==> src/rtl/pipe_ctrl_if.sv <==
// Pipeline-control bus: hazard/redirect inputs from decode, the
// instruction-fetch request/response channel, the fetch buffer view
// presented to IF/ID, and the per-stage load/flush controls.
interface pipe_ctrl_if;
  logic        hz_stall;
  logic        br_redirect;
  logic [63:0] br_target;
  logic        dreq_busy;
  logic        ireq_valid;
  logic [63:0] ireq_addr;
  logic        iresp_data_ok;
  logic [31:0] iresp_data;
  logic        if_valid;
  logic [31:0] if_instr;
  logic [63:0] if_pc;
  logic        en_if_id;
  logic        en_id_ex;
  logic        en_ex_mem;
  logic        en_mem_wb;
  logic        flush_if_id;
  logic        flush_id_ex;

  // Environment side: drives hazards, redirects and fetch responses.
  modport master (
    output hz_stall, br_redirect, br_target, dreq_busy,
    output iresp_data_ok, iresp_data,
    input  ireq_valid, ireq_addr,
    input  if_valid, if_instr, if_pc,
    input  en_if_id, en_id_ex, en_ex_mem, en_mem_wb,
    input  flush_if_id, flush_id_ex
  );

  // Controller side.
  modport slave (
    input  hz_stall, br_redirect, br_target, dreq_busy,
    input  iresp_data_ok, iresp_data,
    output ireq_valid, ireq_addr,
    output if_valid, if_instr, if_pc,
    output en_if_id, en_id_ex, en_ex_mem, en_mem_wb,
    output flush_if_id, flush_id_ex
  );
endinterface

==> src/rtl/pipe_ctrl.sv <==
// Five-stage pipeline controller: a one-entry fetch buffer driven by a
// four-state fetch FSM (IDLE/REQ/FULL/KILL) plus the stage enables and
// flushes derived from data-memory freeze, decode hazards and redirects.
module pipe_ctrl #(
  parameter logic [63:0] PCINIT = 64'h8000_0000
) (
  input  logic         clk,
  input  logic         reset,
  pipe_ctrl_if.slave   bus
);

  typedef enum logic [1:0] {
    S_IDLE = 2'd0,
    S_REQ  = 2'd1,
    S_FULL = 2'd2,
    S_KILL = 2'd3
  } state_t;

  state_t      r_state;
  logic [63:0] r_pc;
  logic [31:0] r_buf;
  logic [63:0] r_if_pc;
  logic [63:0] r_kill_addr;

  state_t      w_state_nxt;
  logic [63:0] w_pc_nxt;
  logic [31:0] w_buf_nxt;
  logic [63:0] w_if_pc_nxt;
  logic [63:0] w_kill_addr_nxt;

  logic        w_freeze;
  logic        w_stall;
  logic        w_redir;
  logic        w_if_valid;
  logic        w_en_if_id;
  logic        w_en_back;
  logic        w_flush_if_id;
  logic        w_flush_id_ex;
  logic        w_ireq_valid;
  logic [63:0] w_ireq_addr;

  // Qualified pipeline events; freeze dominates stall, stall dominates redirect.
  always_comb begin
    w_freeze = bus.dreq_busy;
    w_stall  = !bus.dreq_busy & bus.hz_stall;
    w_redir  = !bus.dreq_busy & !bus.hz_stall & bus.br_redirect;
  end

  // Stage enables and flushes; reset forces everything open with an IF/ID
  // bubble so stale contents drain out of the pipe.
  always_comb begin
    w_if_valid = (r_state == S_FULL);
    if (reset) begin
      w_en_back     = 1'b1;
      w_en_if_id    = 1'b1;
      w_flush_if_id = 1'b1;
      w_flush_id_ex = 1'b0;
    end else begin
      w_en_back     = !w_freeze;
      w_en_if_id    = !w_freeze & !w_stall;
      w_flush_if_id = w_en_if_id & (w_redir | !w_if_valid);
      w_flush_id_ex = w_stall;
    end
  end

  // Fetch request: address held steady across REQ, and KILL keeps issuing
  // the abandoned address until its response drains.
  always_comb begin
    w_ireq_valid = 1'b0;
    w_ireq_addr  = r_pc;
    unique case (r_state)
      S_REQ:   w_ireq_valid = !reset;
      S_KILL: begin
        w_ireq_valid = !reset;
        w_ireq_addr  = r_kill_addr;
      end
      default: ;
    endcase
  end

  // Fetch FSM next-state; runs through freeze, only consumption is gated.
  always_comb begin
    w_state_nxt     = r_state;
    w_pc_nxt        = r_pc;
    w_buf_nxt       = r_buf;
    w_if_pc_nxt     = r_if_pc;
    w_kill_addr_nxt = r_kill_addr;
    if (w_redir)
      w_pc_nxt = bus.br_target;
    unique case (r_state)
      S_IDLE: w_state_nxt = S_REQ;
      S_REQ: begin
        if (bus.iresp_data_ok) begin
          // A redirect alongside returning data discards it; re-fetch at target.
          if (!w_redir) begin
            w_buf_nxt   = bus.iresp_data;
            w_if_pc_nxt = r_pc;
            w_pc_nxt    = r_pc + 64'd4;
            w_state_nxt = S_FULL;
          end
        end else if (w_redir) begin
          // Outstanding fetch must still be drained before re-requesting.
          w_kill_addr_nxt = r_pc;
          w_state_nxt     = S_KILL;
        end
      end
      S_FULL: begin
        if (w_redir || w_en_if_id)
          w_state_nxt = S_REQ;
      end
      S_KILL: begin
        if (bus.iresp_data_ok)
          w_state_nxt = S_REQ;
      end
      default: w_state_nxt = S_IDLE;
    endcase
  end

  // State register; reset abandons any outstanding fetch by returning to IDLE.
  always_ff @(posedge clk) begin
    if (reset) begin
      r_state     <= S_IDLE;
      r_pc        <= PCINIT;
      r_buf       <= '0;
      r_if_pc     <= '0;
      r_kill_addr <= '0;
    end else begin
      r_state     <= w_state_nxt;
      r_pc        <= w_pc_nxt;
      r_buf       <= w_buf_nxt;
      r_if_pc     <= w_if_pc_nxt;
      r_kill_addr <= w_kill_addr_nxt;
    end
  end

  assign bus.ireq_valid  = w_ireq_valid;
  assign bus.ireq_addr   = w_ireq_addr;
  assign bus.if_valid    = w_if_valid;
  assign bus.if_instr    = r_buf;
  assign bus.if_pc       = r_if_pc;
  assign bus.en_if_id    = w_en_if_id;
  assign bus.en_id_ex    = w_en_back;
  assign bus.en_ex_mem   = w_en_back;
  assign bus.en_mem_wb   = w_en_back;
  assign bus.flush_if_id = w_flush_if_id;
  assign bus.flush_id_ex = w_flush_id_ex;

endmodule

==> src/flat_wrapper.sv <==
// flat-port wrapper written by rule: the top's interface ports become plain ports
module pipe_ctrl_flat 
#(
  parameter logic [63:0] PCINIT = 64'h8000_0000
)
  (clk, reset, bus_hz_stall, bus_br_redirect, bus_br_target, bus_dreq_busy, bus_iresp_data_ok, bus_iresp_data, bus_ireq_valid, bus_ireq_addr, bus_if_valid, bus_if_instr, bus_if_pc, bus_en_if_id, bus_en_id_ex, bus_en_ex_mem, bus_en_mem_wb, bus_flush_if_id, bus_flush_id_ex);
  pipe_ctrl_if bus_i ();
  input  logic clk;
  input  logic reset;
  input wire logic [$bits(bus_i.hz_stall)-1:0] bus_hz_stall;
  input wire logic [$bits(bus_i.br_redirect)-1:0] bus_br_redirect;
  input wire logic [$bits(bus_i.br_target)-1:0] bus_br_target;
  input wire logic [$bits(bus_i.dreq_busy)-1:0] bus_dreq_busy;
  input wire logic [$bits(bus_i.iresp_data_ok)-1:0] bus_iresp_data_ok;
  input wire logic [$bits(bus_i.iresp_data)-1:0] bus_iresp_data;
  output wire logic [$bits(bus_i.ireq_valid)-1:0] bus_ireq_valid;
  output wire logic [$bits(bus_i.ireq_addr)-1:0] bus_ireq_addr;
  output wire logic [$bits(bus_i.if_valid)-1:0] bus_if_valid;
  output wire logic [$bits(bus_i.if_instr)-1:0] bus_if_instr;
  output wire logic [$bits(bus_i.if_pc)-1:0] bus_if_pc;
  output wire logic [$bits(bus_i.en_if_id)-1:0] bus_en_if_id;
  output wire logic [$bits(bus_i.en_id_ex)-1:0] bus_en_id_ex;
  output wire logic [$bits(bus_i.en_ex_mem)-1:0] bus_en_ex_mem;
  output wire logic [$bits(bus_i.en_mem_wb)-1:0] bus_en_mem_wb;
  output wire logic [$bits(bus_i.flush_if_id)-1:0] bus_flush_if_id;
  output wire logic [$bits(bus_i.flush_id_ex)-1:0] bus_flush_id_ex;
  assign bus_i.hz_stall = bus_hz_stall;
  assign bus_i.br_redirect = bus_br_redirect;
  assign bus_i.br_target = bus_br_target;
  assign bus_i.dreq_busy = bus_dreq_busy;
  assign bus_i.iresp_data_ok = bus_iresp_data_ok;
  assign bus_i.iresp_data = bus_iresp_data;
  assign bus_ireq_valid = bus_i.ireq_valid;
  assign bus_ireq_addr = bus_i.ireq_addr;
  assign bus_if_valid = bus_i.if_valid;
  assign bus_if_instr = bus_i.if_instr;
  assign bus_if_pc = bus_i.if_pc;
  assign bus_en_if_id = bus_i.en_if_id;
  assign bus_en_id_ex = bus_i.en_id_ex;
  assign bus_en_ex_mem = bus_i.en_ex_mem;
  assign bus_en_mem_wb = bus_i.en_mem_wb;
  assign bus_flush_if_id = bus_i.flush_if_id;
  assign bus_flush_id_ex = bus_i.flush_id_ex;
  pipe_ctrl #(.PCINIT(PCINIT)) u_core (.clk(clk), .reset(reset), .bus(bus_i));
endmodule
==> config.mk <==
export PLATFORM = sky130hd
export DESIGN_NAME = pipe_ctrl_flat
export DESIGN_NICKNAME = d
export VERILOG_FILES = /design/src/rtl/pipe_ctrl_if.sv /design/src/rtl/pipe_ctrl.sv /design/src/flat_wrapper.sv
export SDC_FILE = /design/constraint.sdc
export NUM_CORES = 1
export LEC_CHECK = 0
export ABC_CLOCK_PERIOD_IN_PS = 7300
export BUFFER_PORTS_ARGS = -buffer_cell sky130_fd_sc_hd__buf_2
export CORE_MARGIN = 5
export CORE_UTILIZATION = 50
export CTS_CLUSTER_SIZE = 8
export DETAILED_ROUTE_END_ITERATION = 10
export PLACE_DENSITY_LB_ADDON = 0.12
export SLEW_MARGIN = 10
export SYNTH_ARGS = -nofsm -noshare
export SYNTH_HDL_FRONTEND = slang
export SYNTH_SLANG_ARGS = --single-unit
==> constraint.sdc <==
create_clock -name clk -period 7.3 [get_ports clk]
set_input_delay 0.365 -clock clk [delete_from_list [all_inputs] [get_ports clk]]
set_output_delay 0.365 -clock clk [all_outputs]
set_load 0.05 [all_outputs]
==> qor.csv, run 1 <==
metric;value;unit
synth warn;0;
Period Utilization, post-route;40.1;%
Post-synth ARST share;0;%
fraction of layout cells with a size suffix above 1;26.5;%
insertion delay to the later sink of the worst-skew pair;0.49;ns
crit path capture type;flop;
Final Total Pwr;3.06;mW
worst reg2reg setup slack;4.37;ns
Core ar.;20100;um^2
max_cap viols;0;
Final Setup Violations;0;
# diodes;0;
Netlist Area Pre-Place;10200;um^2
Util after Layout;61.5;%
via/cell ratio;5.49;
DR iter-0 viols;652;
row cnt;52;
chip height;152;um
# DRC;0;
final setup TNS;0;ns
Post-synth EDFFs;0;
Worst Clk Skew;0.0125;ns
status;complete, no violations;
Starting Density;50.5;%
Hold Path Class;input pin to flop;
GRT overflow;0;
Post CTS Setup Buffer Count;0;
drt pass-1 iters;7;
clock sinks;226;
Syn-to-layout area delta;21.9;%
Slew @ Worst Pin;1.13;ns
GRT Util Overall;25.0;%
via count;9596;
clock transition at the registers of the reported paths;0.05;ns
Die Footprint;23300;um^2
RSZ-0062 raised after global routing;false;
Final GP Congestion;0.817;
Syn Area/Cell;7.90;um^2
Seq/Total Area, Yosys;44.6;%
Worst setup SP type;flop;
WL final;30000;um
PostCTS Resize Cnt;0;
Post-DP Area;11400;um^2
Post-Syn Nets;1388;
Setup CP Type;flop to flop;
fin area;12400;um^2
die width;152;um
CTS Root Cell;clkbuf_16;
Synth Register Bits;226;
Highest Clock Rate;341;MHz
Worst EP arrival;3.32;ns
Num CTS Buffers;34;
peak supply drop;0.199;mV
largest net degree at the start of global routing;143;
maximum buffer depth of the clock tree;3;
crit path time final;2.93;ns
post-synthesis cell count;1285;
pwr/cell area;247;nW/um^2
Final ANT Viol Nets;0;
first-pass GRT wire length;48900;um
library cells used by synthesis;50;
vias in the first global route;9182;
relative slew slack;24.8;%
commonest non-fill, non-tap cell in the layout;nand2_1;
Final HPWL DP;19800;um
IO buf count;269;
most frequent cells in the layout;nand2_1 (356), buf_2 (268), dfxtp_1 (226), a21oi_1 (164), nor2_1 (69);
Boundary Pins;270;
maximum fanout along the worst path;10;
fin nets;1580;
Most used DFF post-synth;dfxtp_1;
CTS tree;built;
Final Hold Viols;0;
cts hold-fix bufs;0;
initial antenna violation count;1;
leakage power;4.87;nW
Routed WL per cell;17.1;um
Worst Path Required;7.69;ns
fillers;1871;
Final Max Slew Viols;0;
Max H-tree Level;2;
state kept, by name, indices dropped and copies added (netlist names):
signal               cells
u_core.bus.if_pc        64
u_core.r_kill_addr      64
u_core.r_pc             64
u_core.bus.if_instr     32
u_core.r_state           2
power by group:
part	switching (mW)	total, mW	internal (mW)
Combinational	0.251	0.349	0.0973
Clock	0.508	1.39	0.882
Sequential	0.0482	1.32	1.27
logic make-up after synthesis:
logic type / Yosys count / share of synthesized area [%]
xor+xnor: 32 / 2.76
fa+ha+maj: 1 / 0.123
compound gates: 249 / 14.3
flops: 226 / 44.6
buf+inv: 126 / 4.94
mux: 64 / 7.10
simple gates: 587 / 26.2
synthesized netlist by cell type (all sizes together), types with 2 or more instances:
cell    number  area share, %
o31ai        7           0.52
or2          3           0.18
inv          8           0.30
a211oi      33            2.4
nor2b        3           0.18
nor4        20            1.3
or4         21            1.6
dfxtp      226             45
and4         8           0.69
xnor2       19            1.6
nand4b       2           0.17
nand2      358             13
o211ai       3           0.22
mux2        64            7.1
o31a         3           0.26
a31oi        4           0.25
nor3b        3           0.22
and3         9           0.55
nand4       21            1.4
nor3        12           0.59
nand3b       2           0.27
or3         17            1.1
buf         18           0.91
a311oi      18            1.6
xor2        13            1.1
and2         4           0.25
nand2b       3           0.18
nor2        70            2.6
nand3       29            1.4
o21ai       12           0.59
clkbuf     100            3.7
a21oi      164            8.1
critical path, cell delays in order, from the launching register on:
cell	delay (ns)
dfxtp_1	0.58
nand3b_4	0.23
or4_1	0.77
or4_1	0.62
or3_1	0.35
a311oi_1	0.27
cell type report:
class / count / area (um^2) / area share (%)
clock inverter: 1 / 8.76 / 0.0708
tap: 270 / 338 / 2.73
clock buffer: 37 / 926 / 7.48
multi-input combinational: 933 / 5160 / 41.7
sequential: 226 / 4520 / 36.6
inverter: 8 / 30.0 / 0.243
timing repair buffer: 274 / 1390 / 11.2
layer usage:
metal  vias up  part of all wire, %  GRT usage (%)
li1       4785                    -              -
met1      4428                   44           33.6
met2       328                   46           40.5
met3        53                  7.0           5.25
met4         2                  2.5           7.89
met5         -                0.043              0
final timing paths:
path	start	depth (start not counted)	endpoint
worst max-delay path	u_core.r_state[0]	5	u_core.r_pc[35]
worst min-delay path	bus_iresp_data[31]	3	u_core.bus.if_instr[31]
worst max register to register	u_core.r_state[0]	5	u_core.r_pc[35]
worst min register to register	u_core.bus.if_pc[49]	2	u_core.bus.if_pc[49]
per-stage QoR:
| step | cells | hold WS, ns | setup WS, ns |
|---|---|---|---|
| after detailed placement | 1711 | 0.444 | 4.23 |
| after global routing | 1749 | 0.100 | 4.14 |
| after CTS | 1749 | 0.0908 | 4.32 |
| after floorplan | 1285 | 0.434 | 4.83 |
| after global placement | 1711 | 0.438 | 4.30 |
| final | 1749 | 0.114 | 4.37 |
No activity file was read; power rests on OpenSTA's default activity.
==> run 2: changes to the inputs <==
- ABC_CLOCK_PERIOD_IN_PS: 7300 -> 2700
- clock period: 7.3 -> 2.7 ns (I/O delays scaled with it)
==> run 2 against run 1 <==
- wire length grew 8.7%
- design area grew 11%
- non-clock buffer count grew 143
- first-iteration DRC count shrank 14%
- clock skew shrank 0.0011 ns
- utilization grew 6.8 points
- power grew to 2.8 times the previous value
- register-to-register slack lost 4.3 ns
- sequential share of layout area shrank 3.6 points
- maximum frequency grew 13%
- setup slack lost 4.3 ns
==> qor.csv, run 2 (synthesis gave the netlist of run 1 again) <==
metric;value;unit;change
clock sinks;226;;unchanged
maximum fanout along the worst path;7;;-3
pwr/cell area;617;nW/um^2;+150%
Worst Path Required;3.09;ns;-4.60 ns
CTS tree;built;;
Boundary Pins;270;;unchanged
crit path time final;2.60;ns;-0.329 ns
Period Utilization, post-route;96.4;%;+56 points
die width;152;um;unchanged
Final ANT Viol Nets;0;;unchanged
Setup CP Type;flop to flop;;
Syn-to-layout area delta;35.3;%;
RSZ-0062 raised after global routing;false;;
drt pass-1 iters;5;;-2
Worst Reg2Reg Path Length in Cells;5;;unchanged
commonest non-fill, non-tap cell in the layout;nand2_1;;
# diodes;0;;unchanged
leakage power;5.53;nW;+14%
Final Total Pwr;8.47;mW;+180%
critical path's slowest cell;or4_1;;
relative slew slack;44.8;%;+20 points
Largest stage delay, worst path;0.70;ns;-0.07 ns
row cnt;52;;unchanged
GRT Util Overall;26.8;%;+1.8 points
chip height;152;um;unchanged
first-pass GRT wire length;52300;um;+7.0%
Util after Layout;68.3;%;+6.8 points
Worst Clk Skew;0.0114;ns;-0.00110 ns
Worst EP arrival;3.00;ns;-0.32 ns
crit-path cells;nand4_2, or3_1, or4_1, or3_1, a311oi_1;;
Routed WL per cell;17.2;um;+0.47%
final setup TNS;0;ns;unchanged
# DRC;0;;unchanged
max_cap viols;0;;unchanged
Starting Density;50.5;%;unchanged
via count;10500;;+9.1%
DR iter-0 viols;560;;-14%
Final Max Slew Viols;0;;unchanged
CTS Root Cell;clkbuf_16;;
most frequent cells in the layout;nand2_1 (356), buf_2 (268), dfxtp_1 (226), a21oi_1 (164), dlygate4sd3_1 (93);;
Final GP Congestion;0.845;;+3.4%
Highest Clock Rate;384;MHz;+13%
Hold Path Class;input pin to flop;;
Worst Hold Launch;bus_br_target[28];;
IO buf count;269;;unchanged
largest net degree at the start of global routing;92;;-36%
worst r2r dst;u_core.r_pc[33];;
Max H-tree Level;2;;unchanged
fraction of layout cells with a size suffix above 1;27.3;%;+0.81 points
insertion delay to the later sink of the worst-skew pair;0.49;ns;about the same
Cells on Worst Hold Path;3;;unchanged
final non-filler cell total;1892;;+8.2%
crit path capture type;flop;;
Num CTS Buffers;34;;unchanged
worst reg2reg setup slack;0.1;ns;-4.27 ns
r2r startpoint;u_core.r_pc[15];;
Worst setup SP type;flop;;
WL final;32600;um;+8.7%
clock transition at the registers of the reported paths;0.05;ns;about the same
Slew @ Worst Pin;0.822;ns;-0.306 ns
Core ar.;20100;um^2;unchanged
Final Setup Violations;0;;unchanged
fin nets;1723;;+9.1%
vias in the first global route;10000;;+9.3%
initial antenna violation count;1;;unchanged
maximum buffer depth of the clock tree;3;;unchanged
fillers;1681;;-10%
via/cell ratio;5.53;;+0.84%
placed cell count;1758;;+2.7%
status;complete, no violations;;
Crit path top cell by count;or3_1;;
GRT overflow;0;;unchanged
Final Hold Viols;0;;unchanged
peak supply drop;0.421;mV;+110%
Die Footprint;23300;um^2;unchanged
hold endpoint;u_core.r_pc[28];;
Final HPWL DP;21400;um;+8.0%
run 2: power breakdown:
part	internal [mW]	switching (mW)	total, mW
Combinational	0.395	0.759	1.15
Sequential	3.44	0.0899	3.53
Clock	2.39	1.40	3.79
run 2: how the worst max path moves through the flow:
stage	slack, ns	startpoint	cells after the start	end
2_1_floorplan	0.28	u_core.r_pc[13]	7	u_core.r_pc[63]
3_5_place_dp	0.13	u_core.r_pc[32]	5	u_core.r_pc[56]
4_1_cts	0.11	u_core.r_pc[15]	6	u_core.r_pc[38]
6_report	0.1	u_core.r_pc[15]	5	u_core.r_pc[33]
3_3_place_gp	0.22	u_core.r_pc[15]	6	u_core.r_pc[38]
5_1_grt	0.02	u_core.r_pc[15]	5	u_core.r_pc[63]
run 2: layout make-up:
class                   count  area, um^2  share of cell area (%)
inverters                   8        30.0                   0.219
clock buffers              37         926                    6.74
clock inverters             1        8.76                  0.0638
multi-input cells         933        5160                    37.6
flip-flops and latches    226        4520                    32.9
repair buffers            417        2750                    20.0
well taps                 270         338                    2.46
run 2: routing by layer:
| layer | global-route usage, % | share of wire [%] | up-vias |
|---|---|---|---|
| li1 | - | - | 5074 |
| met1 | 34.3 | 42 | 4883 |
| met4 | 11.1 | 3.9 | 2 |
| met2 | 44.2 | 47 | 415 |
| met5 | 0 | 0.034 | - |
| met3 | 5.60 | 6.8 | 94 |
run 2: per-stage QoR:
step | hold slack (ns) | setup slack, ns | instance area (um^2)
floorplan | 0.271 | 0.283 | 10200
global placement | 0.375 | 0.220 | 11800
detailed placement | 0.382 | 0.135 | 11800
CTS | 0.00648 | 0.109 | 13700
global route | 0.0302 | 0.0242 | 13700
finish | 0.00746 | 0.0983 | 13700
run 2: worst max-delay path: cells and delay by family, from the launching register on:
kind / cells / cell delay (ns)
DFF: 1 / 0.44
AOI/OAI and AO/OA: 1 / 0.27
and+or+nand+nor: 4 / 1.78
run 2: repair_timing:
item	CTS	global route
hold buffers	93	0
buffers inserted	0	3
resized for setup	0	1
setup endpoints to repair	0	8
endpoints found under the hold margin	93	0
==> run 3: changes to the inputs <==
- PLACE_DENSITY: not set -> 0.76
- PLACE_DENSITY_LB_ADDON: 0.12 -> not set
==> run 3 against run 2 <==
- worst hold slack improved by 0.095 ns
- critical path type unchanged
- largest cell class unchanged
- first-iteration DRC count rose by 49%
- global-route usage grew 0.55 points
- critical path depth stayed put
- combinational power barely moved
- utilization rose by 0.31 points
==> qor.csv, run 3 (synthesis gave the netlist of run 1 again) <==
metric;value;unit;change
status;complete, no violations;;
Starting Density;50.5;%;unchanged
crit path time final;2.50;ns;-0.104 ns
Boundary Pins;270;;unchanged
Highest Clock Rate;400;MHz;+4.1%
commonest non-fill, non-tap cell in the layout;nand2_1;;
Final Hold Viols;0;;unchanged
crit path capture type;flop;;
final setup TNS;0;ns;unchanged
fraction of layout cells with a size suffix above 1;27.4;%;+0.12 points
insertion delay to the later sink of the worst-skew pair;0.49;ns;about the same
Die Footprint;23300;um^2;unchanged
initial antenna violation count;1;;unchanged
Final GP Congestion;0.845;;about the same
peak supply drop;0.475;mV;+13%
first-pass GRT wire length;53300;um;+2.0%
Setup CP Type;flop to flop;;
clock sinks;226;;unchanged
RSZ-0062 raised after global routing;false;;
Worst setup SP type;flop;;
fin area;13800;um^2;+0.46%
delay-heaviest family, CP;simple AND/OR/NAND/NOR gates;;
Buf/Inv on CP;0;;unchanged
row cnt;52;;unchanged
Post CTS Setup Buffer Count;0;;unchanged
Num CTS Buffers;34;;unchanged
vias in the first global route;10300;;+2.6%
drt pass-1 iters;5;;unchanged
die width;152;um;unchanged
most frequent cells in the layout;nand2_1 (356), buf_2 (268), dfxtp_1 (225), a21oi_1 (164), dlygate4sd3_1 (96);;
Period Utilization, post-route;92.5;%;-3.8 points
maximum buffer depth of the clock tree;3;;unchanged
chip height;152;um;unchanged
Largest stage delay, worst path;0.65;ns;-0.05 ns
Worst Path Required;3.09;ns;about the same
stages on the worst setup path;5;;unchanged
CP Launch Point;u_core.r_pc[15];;
via/cell ratio;5.57;;+0.76%
Max H-tree Level;2;;unchanged
Syn-to-layout area delta;35.9;%;
Core ar.;20100;um^2;unchanged
Worst EP arrival;2.88;ns;-0.12 ns
GRT overflow;0;;unchanged
WL final;32900;um;+0.84%
r2r startpoint;u_core.r_pc[15];;
maximum fanout along the worst path;11;;+4
leakage power;5.56;nW;+0.52%
Slew @ Worst Pin;0.715;ns;-0.107 ns
Hold Path Class;input pin to flop;;
Final Max Slew Viols;0;;unchanged
Worst Reg2Reg Path Length in Cells;5;;unchanged
crit-path cells;nand4_2, or4_1, or4_4, o311a_1, nor4_1;;
CTS tree;built;;
Final Setup Violations;0;;unchanged
IO buf count;269;;unchanged
relative slew slack;52.3;%;+7.6 points
Worst Hold Launch;bus_hz_stall;;
Cells on Worst Hold Path;4;;+1
critical path's slowest cell;or4_4;;
fin nets;1727;;+0.23%
Final HPWL DP;21200;um;-0.99%
Routed WL per cell;17.3;um;+0.58%
Final ANT Viol Nets;0;;unchanged
GRT Util Overall;27.3;%;+0.55 points
CTS Root Cell;clkbuf_16;;
max_cap viols;0;;unchanged
via count;10600;;+1.0%
DR iter-0 viols;836;;+49%
largest net degree at the start of global routing;79;;-14%
pwr/cell area;614;nW/um^2;-0.35%
Worst Clk Skew;0.0166;ns;+0.00512 ns
Post-DP Area;11900;um^2;+0.38%
# DRC;0;;unchanged
clock transition at the registers of the reported paths;0.05;ns;about the same
run 3: cell count changes in the layout (fill, tap and decap cells not counted), sizes merged:
cell	change
clkbuf	+1
dlygate4sd3	+3
diode	+1
run 3: repair_timing:
| item | in CTS | in global routing |
|---|---|---|
| resized for setup | 0 | 3 |
| endpoints found under the setup margin | 0 | 9 |
| hold buffers | 96 | 0 |
| endpoints found under the hold margin | 96 | 0 |
run 3: layout make-up:
class | instances | area (um^2)
fillers | 1558 | 6310
inverters | 8 | 30.0
diodes | 1 | 2.50
clock inverters | 1 | 8.76
multi-input cells | 933 | 5170
clock buffers | 37 | 926
well taps | 270 | 338
flip-flops and latches | 226 | 4530
repair buffers | 421 | 2800
run 3: worst paths after layout:
| path | slack [ns] | endpoint |
|---|---|---|
| worst min-delay path | 0.10 | u_core.r_state[0] |
| worst min register to register | 0.45 | u_core.bus.if_pc[0] |
| worst max-delay path | 0.20 | u_core.r_pc[61] |
| worst max register to register | 0.20 | u_core.r_pc[61] |
run 3: through the flow:
step	total power, mW	util, %	hold WS [ns]	worst slack, ns	instances
floorplan	4.29	-	0.271	0.283	1285
global placement	4.62	59.1	0.375	0.225	1762
detailed placement	4.63	59.1	0.382	0.130	1762
CTS	8.53	68.6	0.0784	0.122	1896
global route	8.77	68.6	0.101	0.0374	1896
finish	8.48	68.6	0.103	0.202	1897
run 3: power breakdown:
| group | switching [mW] | total [mW] | internal [mW] |
|---|---|---|---|
| clock network | 1.39 | 3.78 | 2.39 |
| logic | 0.773 | 1.17 | 0.400 |
| registers | 0.0847 | 3.52 | 3.44 |
run 3: worst register-to-register path: cells and delay by family (launching register included):
family / cells / cell delay (ns)
simple gates: 4 / 1.69
flops: 1 / 0.38
compound gates: 1 / 0.33
run 3: metal layers:
| layer | wire length, um | share of wire (%) | global-route usage [%] | vias to the layer above |
|---|---|---|---|---|
| li1 | - | - | - | 5090 |
| met1 | 13700 | 42 | 34.9 | 4980 |
| met2 | 16000 | 49 | 46.2 | 417 |
| met3 | 2170 | 6.6 | 5.08 | 86 |
| met4 | 1030 | 3.1 | 10.2 | 2 |
| met5 | 13 | 0.040 | 0 | - |
